[src/rtl/i2c_pkg.sv]
// Shared definitions for the I2C register-access master: FSM states, frame slot
// indices and the default SCL half-period.
package i2c_pkg;

    localparam int HALF_PERIOD_DEFAULT = 125;

    typedef enum logic [2:0] {
        IDLE,
        START_C,
        BIT_LOW,
        BIT_HIGH,
        STOP_LOW,
        STOP_HIGH,
        DONE
    } i2c_state_e;

    localparam logic [1:0] SLOT_ADDR = 2'd0;
    localparam logic [1:0] SLOT_REG  = 2'd1;
    localparam logic [1:0] SLOT_DATA = 2'd2;

endpackage

[src/rtl/i2c_half_timer.sv]
// SCL half-period timer: restarts on clear, flags the middle and the last cycle
// of each half-period while enabled.
module i2c_half_timer
    import i2c_pkg::*;
#(
    parameter int HALF_PERIOD = HALF_PERIOD_DEFAULT
) (
    input  logic clk,
    input  logic rst_n,
    input  logic clear,
    input  logic enable,
    output logic half_done,
    output logic mid_point
);

    localparam int            CW   = $clog2(HALF_PERIOD + 1);
    localparam logic [CW-1:0] LAST = CW'(HALF_PERIOD - 1);
    localparam logic [CW-1:0] MID  = CW'(HALF_PERIOD / 2);
    localparam logic [CW-1:0] CAP  = CW'(HALF_PERIOD);

    logic [CW-1:0] cnt;

    // Saturates at HALF_PERIOD so the one-cycle stop release never wraps the count.
    always_ff @(posedge clk or negedge rst_n) begin
        if (!rst_n) begin
            cnt <= '0;
        end else if (clear) begin
            cnt <= '0;
        end else if (enable && (cnt != CAP)) begin
            cnt <= cnt + CW'(1);
        end
    end

    assign half_done = enable && (cnt == LAST);
    assign mid_point = enable && (cnt == MID);

endmodule

[src/rtl/i2c_master_ctrl.sv]
// I2C master issuing one register write or read per command:
// START, {DevID,RW}+ACK, RegAddr+ACK, data+ACK/NACK, STOP.
module i2c_master_ctrl
    import i2c_pkg::*;
#(
    parameter int HALF_PERIOD = HALF_PERIOD_DEFAULT
) (
    input  logic       CLK,
    input  logic       Reset,
    input  logic       Start,
    input  logic       RW,
    input  logic [6:0] DevID,
    input  logic [7:0] RegAddr,
    input  logic [7:0] WrData,
    input  logic       iSDA,
    output logic       SCL,
    output logic       oSDA,
    output logic [7:0] RdData,
    output logic       Busy,
    output logic       Done,
    output logic       AckErr,
    output i2c_state_e dbg_state
);

    i2c_state_e state, next_state;

    logic       rw_q;
    logic [6:0] dev_q;
    logic [7:0] reg_q;
    logic [7:0] wr_q;
    logic [1:0] slot_q;
    logic [2:0] bit_q;
    logic       ack_q;
    logic       stop_rel_q;
    logic [6:0] rx_q;

    logic       half_done;
    logic       mid_point;
    logic       accept;
    logic       read_slot;
    logic       sample;
    logic       ack_fail;
    logic       bit_advance;
    logic [7:0] cur_byte;

    i2c_half_timer #(
        .HALF_PERIOD(HALF_PERIOD)
    ) u_timer (
        .clk      (CLK),
        .rst_n    (Reset),
        .clear    (next_state != state),
        .enable   (Busy),
        .half_done(half_done),
        .mid_point(mid_point)
    );

    assign accept      = Start && ((state == IDLE) || (state == DONE));
    assign read_slot   = rw_q && (slot_q == SLOT_DATA);
    assign sample      = (state == BIT_HIGH) && mid_point;
    // The read data slot ends on the master's own NACK, so it is never an error.
    assign ack_fail    = sample && ack_q && !read_slot && iSDA;
    assign bit_advance = (state == BIT_HIGH) && half_done && (next_state == BIT_LOW);
    assign dbg_state   = state;

    always_comb begin
        cur_byte = wr_q;
        case (slot_q)
            SLOT_ADDR: cur_byte = {dev_q, rw_q};
            SLOT_REG:  cur_byte = reg_q;
            default:   cur_byte = wr_q;
        endcase
    end

    always_ff @(posedge CLK or negedge Reset) begin
        if (!Reset) begin
            state <= IDLE;
        end else begin
            state <= next_state;
        end
    end

    always_comb begin
        next_state = state;
        SCL        = 1'b1;
        oSDA       = 1'b1;
        Busy       = 1'b1;
        Done       = 1'b0;
        case (state)
            IDLE: begin
                Busy = 1'b0;
                if (accept) next_state = START_C;
            end
            START_C: begin
                oSDA = 1'b0;
                if (half_done) next_state = BIT_LOW;
            end
            BIT_LOW: begin
                SCL  = 1'b0;
                oSDA = (ack_q || read_slot) ? 1'b1 : cur_byte[bit_q];
                if (half_done) next_state = BIT_HIGH;
            end
            BIT_HIGH: begin
                oSDA = (ack_q || read_slot) ? 1'b1 : cur_byte[bit_q];
                if (half_done) begin
                    if (ack_q && (AckErr || ack_fail || (slot_q == SLOT_DATA))) begin
                        next_state = STOP_LOW;
                    end else begin
                        next_state = BIT_LOW;
                    end
                end
            end
            STOP_LOW: begin
                SCL  = 1'b0;
                oSDA = 1'b0;
                if (half_done) next_state = STOP_HIGH;
            end
            STOP_HIGH: begin
                // SDA rises for one cycle with SCL high: the STOP condition.
                oSDA = stop_rel_q;
                if (stop_rel_q) next_state = DONE;
            end
            DONE: begin
                Busy       = 1'b0;
                Done       = 1'b1;
                next_state = accept ? START_C : IDLE;
            end
            default: begin
                Busy       = 1'b0;
                next_state = IDLE;
            end
        endcase
    end

    always_ff @(posedge CLK or negedge Reset) begin
        if (!Reset) begin
            rw_q       <= 1'b0;
            dev_q      <= '0;
            reg_q      <= '0;
            wr_q       <= '0;
            slot_q     <= SLOT_ADDR;
            bit_q      <= 3'd7;
            ack_q      <= 1'b0;
            stop_rel_q <= 1'b0;
            rx_q       <= '0;
            RdData     <= 8'h00;
            AckErr     <= 1'b0;
        end else begin
            stop_rel_q <= (state == STOP_HIGH) && half_done;
            if (accept) begin
                rw_q   <= RW;
                dev_q  <= DevID;
                reg_q  <= RegAddr;
                wr_q   <= WrData;
                slot_q <= SLOT_ADDR;
                bit_q  <= 3'd7;
                ack_q  <= 1'b0;
                AckErr <= 1'b0;
            end else if (bit_advance) begin
                if (ack_q) begin
                    ack_q  <= 1'b0;
                    bit_q  <= 3'd7;
                    slot_q <= (slot_q == SLOT_DATA) ? SLOT_DATA : slot_q + 2'd1;
                end else if (bit_q == 3'd0) begin
                    ack_q <= 1'b1;
                end else begin
                    bit_q <= bit_q - 3'd1;
                end
            end
            if (ack_fail) begin
                AckErr <= 1'b1;
            end
            if (sample && !ack_q && read_slot) begin
                rx_q <= {rx_q[5:0], iSDA};
                if (bit_q == 3'd0) begin
                    RdData <= {rx_q, iSDA};
                end
            end
        end
    end

endmodule

[config.mk]
export PLATFORM = sky130hd
export DESIGN_NAME = i2c_master_ctrl
export DESIGN_NICKNAME = d
export VERILOG_FILES = /design/src/rtl/i2c_pkg.sv /design/src/rtl/i2c_half_timer.sv /design/src/rtl/i2c_master_ctrl.sv
export SDC_FILE = /design/constraint.sdc
export NUM_CORES = 1
export LEC_CHECK = 0
export ABC_AREA = 1
export BUFFER_PORTS_ARGS = -buffer_cell sky130_fd_sc_hd__buf_4
export CAP_MARGIN = 20
export CORE_MARGIN = 2
export CORE_UTILIZATION = 60
export CTS_CLUSTER_SIZE = 40
export DETAILED_ROUTE_END_ITERATION = 8
export GPL_TIMING_DRIVEN = 0
export PLACE_DENSITY = 0.83
export SLEW_MARGIN = 20
export SYNTH_ARGS = -nofsm -noshare
export SYNTH_HDL_FRONTEND = slang
export SYNTH_HIERARCHICAL = 1
export SYNTH_SLANG_ARGS = --single-unit
export TNS_END_PERCENT = 50
[constraint.sdc]
create_clock -name CLK -period 4.3 [get_ports CLK]
set_clock_uncertainty 0.2 [all_clocks]
set_input_delay 0.215 -clock CLK [delete_from_list [all_inputs] [get_ports CLK]]
set_output_delay 0.215 -clock CLK [all_outputs]
set_load 0.005 [all_outputs]
==> results of run 1 <==
-- worst max-delay path, cell delays in order, from the launching register on --
cell     delay, ps
dfrtp_1        480
nor2_1         210
inv_2           70
nand2_1         80
nor2_1          60
inv_1          140
nand2_1         70
nor3_1         430
o21ai_0        140
o21ai_0        120
nand2_1        100
nand2_1         70
nand3_1        130
inv_1          250
nand4_1        140
nand2_1        100
-- area by class of cell --
type | count | area [µm²] | share of cell area [%]
multi-input cells | 270 | 1300 | 34.3
repair buffers | 69 | 583 | 15.4
clock inverters | 5 | 56.3 | 1.49
inverters | 39 | 146 | 3.86
well taps | 67 | 83.8 | 2.21
flip-flops and latches | 57 | 1430 | 37.7
clock buffers | 11 | 131 | 3.47
plain buffers | 10 | 58.8 | 1.55
-- kinds of logic after synthesis --
| group | share of synthesized area (%) |
|---|---|
| buf+inv | 6.99 |
| simple gates | 33.6 |
| compound gates | 4.82 |
| flops | 48.7 |
| mux | 1.02 |
| xor+xnor | 0.597 |
| fa+ha+maj | 4.26 |
-- power breakdown --
part | internal, mW | total, mW | switching, mW
logic | 0.0318 | 0.0503 | 0.0185
registers | 0.537 | 0.537 | 0.000249
clock network | 0.267 | 0.478 | 0.211
total | 0.835 | 1.07 | 0.230
-- path summary, 6_finish.rpt --
| check | from | end | slack, ps |
|---|---|---|---|
| min in group asynchronous | Reset | RdData[5] | 280 |
| worst min-delay path | Start | dev_q[6] | 140 |
| worst max-delay path | dbg_state[2] | u_timer/cnt[4] | 1450 |
| max in group asynchronous | Reset | reg_q[6] | 3160 |
| worst min register to register | reg_q[5] | reg_q[5] | 280 |
| worst max register to register | dbg_state[2] | u_timer/cnt[4] | 1450 |
-- cells in the mapped netlist --
master,n
nand2_1,165
dfrtp_1,54
inv_1,32
nand3_1,29
nor2_1,14
o21ai_0,11
ha_1,10
nand4_1,9
buf_2,8
a21oi_1,7
inv_2,7
o21ai_1,7
dfstp_2,3
mux2_4,2
nand2_2,2
nand4_2,2
nor2_2,2
nor3_1,2
buf_4,1
buf_6,1
nand2_4,1
nor2_4,1
nor3_4,1
nor4_2,1
o21a_1,1
o21ai_2,1
xnor2_1,1
xor2_1,1
-- metal layers --
metal / vias up / wire length (µm) / track usage [%] / part of all wire (%)
met1: 1265 / 2990 / 36.9 / 44
met4: 0 / 92 / 9.49 / 1.4
met5: - / 0 / 0 / 0
met3: 9 / 318 / 6.23 / 4.7
li1: 1344 / - / - / -
met2: 80 / 3330 / 41.6 / 49
-- stage by stage --
step	cells	worst slack, ps
2_1_floorplan	376	1940
3_3_place_gp	486	1620
3_5_place_dp	486	1510
4_1_cts	528	1460
5_1_grt	528	1050
6_report	528	1450
-- sequential cells by signal, indices dropped and copies added (netlist names) --
register     cells
rw_q             1
RdData           8
AckErr           1
bit_q            3
dev_q            7
u_timer/cnt      7
stop_rel_q       1
ack_q            1
reg_q            8
rx_q             7
dbg_state        3
slot_q           2
wr_q             8
-- repair_timing --
item | in CTS | in global routing
hold endpoints to repair | 80 | 0
buffers inserted | 0 | 0
hold buffers | 26 | 0
==> impl_metrics.ini, run 1 <==
[power_and_ir_drop]
pwr_density_cell_nw_per_um2 = 281
ir_worst_vdd_v = 0.000246
finalPower_mw = 1.07
p_leak_nw = 2.00

[logic_synthesis]
netlist_area_um2 = 2930
synth_cells = 376
syn_nets = 414
syn-mean-instance-area_um2 = 7.80
ys_seq_area_share_pct = 48.7
synth_top_cell_by_area = dfrtp_1
synth_area_leaders = dfrtp_1 (46%), nand2_1 (21%), nand3_1 (4.9%)
synth_cell_type_count = 28
ys_seq_elements = 57
ys_warn_count = 6
synth_top_area_share_pct = 46.1

[sta]
whs_ps = 140
min_period_ps = 2850
setup_viol = 0
finalSetupTns_ps = 0
worst_slew_pin_slew_ps = 690
hold_viol_final = 0
fin_crit_sh_pct = 66.2
slew_viol_final = 0
timing.fmax_mhz = 351
slew_headroom_pct = 54.0
rsz0062_at_grt = false

[place]
hpwlAfterDp_um = 4440
place_area_um2 = 3340
port_buffers = 43
place_congestion = 0.867

[floorplanning]
ioPinCount = 44
rows = 25
die_area_um2 = 5470
die_x_um = 73.9
start_util_pct = 62.1
die_h_um = 73.9
design.core.area_um2 = 4720

[critical_path]
crit_path_end_kind = register
rr_worst_depth = 15
cp.arrival_ps = 2910
worstPathMaxFanout = 8
startpoint_type = register
cp.required_ps = 4370
path_class = reg2reg

[clock_tree]
clock-sinks = 57
htreeDepth = 3
root_buffer = clkbuf_8
cts_tree = built
cts_resized = 0
clk_latency_ps = 330
cts.path.max_buffers = 2
cts_buffers = 9
path_clk_slew_ps = 70

[route]
wl_per_cell_um = 12.7
drtPass1Iterations = 4
wirelength_um = 6730
postRouteAntennaNets = 0
viasPerCell = 5.11
drt_iter0_markers = 208
drc = 0
num_vias = 2698

[global_route]
antenna_found_initial = 0
grt_use_total_pct = 26.7
grt_start_max_net_pins = 58
grt-ovfl-total = 0
grt_pass1_vias = 2513
grt_first_pass_wirelength_um = 11100

[layout]
layout_common_cells = nand2_1 (165), dfrtp_1 (54), buf_4 (44)
fill_cells = 312
fin_area_um2 = 3790
area_delta_synth_final_pct = 29.1
final_common_cell = nand2_1
finish.utilization_pct = 80.2
n_antenna_cell = 0
layout.nets = 494
drive_above_1_share_pct = 19.5

[outcome]
outcome = finished clean

[min_path]
hold_path.class = in2reg
hold_depth = 5

[job]
cap_violations = 0
Note: power is estimated with default switching activity, not from simulation.
==> run 2, diff against run 1 <==
--- a/config.mk
+++ b/config.mk
@@ -9,11 +9,11 @@
 export BUFFER_PORTS_ARGS = -buffer_cell sky130_fd_sc_hd__buf_4
 export CAP_MARGIN = 20
 export CORE_MARGIN = 2
-export CORE_UTILIZATION = 60
+export CORE_UTILIZATION = 51
 export CTS_CLUSTER_SIZE = 40
 export DETAILED_ROUTE_END_ITERATION = 8
 export GPL_TIMING_DRIVEN = 0
-export PLACE_DENSITY = 0.83
+export PLACE_DENSITY = 0.75
 export SLEW_MARGIN = 20
 export SYNTH_ARGS = -nofsm -noshare
 export SYNTH_HDL_FRONTEND = slang
==> constraint.sdc (replaced) <==
create_clock -name CLK -period 2.56 [get_ports CLK]
set_clock_uncertainty 0.2 [all_clocks]
set_input_delay 0.128 -clock CLK [delete_from_list [all_inputs] [get_ports CLK]]
set_output_delay 0.128 -clock CLK [all_outputs]
set_load 0.005 [all_outputs]
==> run 2 against run 1 <==
- sequential power is 68% higher
- cell area is 2.0% higher
- non-clock buffer count is 5 higher
- largest cell class unchanged
- global-route usage is 5.1 points lower
- combinational power is 67% higher
==> impl_metrics.ini, run 2 (synthesis results as in run 1) <==
[layout]
drive_above_1_share_pct = 22.7
final-instance-count-excl-fill = 538
layout_common_cells = nand2_1 (164), dfrtp_1 (51), buf_4 (51)
fin_area_um2 = 3860
finish.utilization_pct = 69.7
layout.nets = 499
area_delta_synth_final_pct = 31.7
final_common_cell = nand2_1
n_antenna_cell = 0
largestRegisters = RdData x8, reg_q x8, wr_q x8

[place]
hpwlAfterDp_um = 4250
place_area_um2 = 3350
post-place-ws_ps = -181
place_congestion = 0.851
port_buffers = 43
place_inst = 491

[critical_path]
worstPathMaxFanout = 5
crit_chain = inv_2 -> nor2_2 -> inv_2 -> nand2_1 -> nor2_1 -> inv_2 -> nand3_1 -> nor3_2 -> nand4_2 -> nor3_4 -> nand2_4 -> mux2_4
cp.required_ps = 2570
critPathSlowestCell = dfrtp_2
path_buf_inv = 3
startpoint_type = register
cpPeakStageDelay_ps = 420
crit_top_cell = inv_2
path_class = reg2reg
critPathTopFamily = simple AND/OR/NAND/NOR gates
cp.arrival_ps = 2440
crit_path_end_kind = register

[floorplanning]
design.core.area_um2 = 5540
die_area_um2 = 6380
die_h_um = 79.9
ioPinCount = 44
rows = 27
die_x_um = 79.9
start_util_pct = 53.0

[clock_tree]
htreeDepth = 3
cts_buffers = 9
cts.path.max_buffers = 2
cts_tree = built
root_buffer = clkbuf_8
path_clk_slew_ps = 70
clk_latency_ps = 330
clock-sinks = 57

[global_route]
antenna_found_initial = 0
grt-ovfl-total = 0
grt_pass1_vias = 2385
grt_use_total_pct = 21.6
grt_first_pass_wirelength_um = 10600
grt_start_max_net_pins = 58

[sta]
slew_viol_final = 0
fin_crit_sh_pct = 94.9
slew_headroom_pct = 52.5
hold_viol_final = 0
setup_viol = 0
worst_slew_pin_slew_ps = 713
min_period_ps = 2430
timing.fmax_mhz = 412
setup_slack_ps = 131

[outcome]
outcome = finished clean

[route]
wl_met2_um = 3220
wl_per_cell_um = 12.0
postRouteAntennaNets = 0
drc = 0
drt-met1-wl_um = 2970
num_vias = 2654
topRoutingLayerUsed = met4
wl_met3_um = 223
drtPass1Iterations = 4
drt_iter0_markers = 116
wirelength_um = 6470
viasPerCell = 4.93

[power_and_ir_drop]
ir_worst_vdd_v = 0.000387
p_leak_nw = 2.05
pwr_density_cell_nw_per_um2 = 438

[job]
cap_violations = 0

[min_path]
hold_path.class = in2reg
==> run 2: worst reg2reg max path: cells and delay by family (launching register included) <==
| family | cells | cell delay [ps] |
|---|---|---|
| flops | 1 | 420 |
| mux | 1 | 310 |
| simple gates | 8 | 1120 |
| buf+inv | 3 | 260 |
==> run 2: per-layer routing <==
metal	vias to the layer above	global-route usage (%)
met5	-	0
li1	1350	-
met3	5	5.20
met2	49	33.4
met4	0	7.46
met1	1250	29.9
==> run 2: path summary, 6_finish.rpt <==
check	start	end	slack [ps]	cells after the start
max	dbg_state[1]	RdData[6]	130	12
min	Start	wr_q[7]	60	5
max reg2reg	dbg_state[1]	RdData[6]	130	12
min reg2reg	rx_q[2]	rx_q[3]	280	2
max in group asynchronous	Reset	dbg_state[2]	1460	2
min in group asynchronous	Reset	RdData[7]	180	2
==> run 2: power by group <==
part	switching (mW)	internal [mW]	leakage, nW
Clock	0.336	0.371	0.0899
Combinational	0.0308	0.0534	1.21
Sequential	0.000462	0.902	0.746
Total	0.367	1.33	2.05
==> run 2: stage by stage <==
stage	hold WS (ps)	total power [mW]	TNS (ps)
final	57.9	1.69	0
after global routing	85.0	1.76	-176
after CTS	46.1	1.71	0
after detailed placement	30.8	0.971	-1820
after global placement	34.7	0.971	-1220
after floorplan	-368	0.920	0
==> run 2: timing repair <==
item | CTS | global route
gates cloned | 0 | 0
setup endpoints to repair | 15 | 29
resized for setup | 5 | 13
pin swaps | 0 | 6
buffers inserted | 0 | 5
hold endpoints to repair | 81 | 0
hold buffers | 26 | 0
==> run 2: area by class of cell <==
| class | count | area [µm²] |
|---|---|---|
| repair buffers | 74 | 621 |
| well taps | 72 | 90.1 |
| clock buffers | 12 | 145 |
| clock inverters | 4 | 20.0 |
| plain buffers | 10 | 63.8 |
| flip-flops and latches | 57 | 1430 |
| multi-input cells | 270 | 1340 |
| fillers | 465 | 1680 |
| inverters | 39 | 146 |
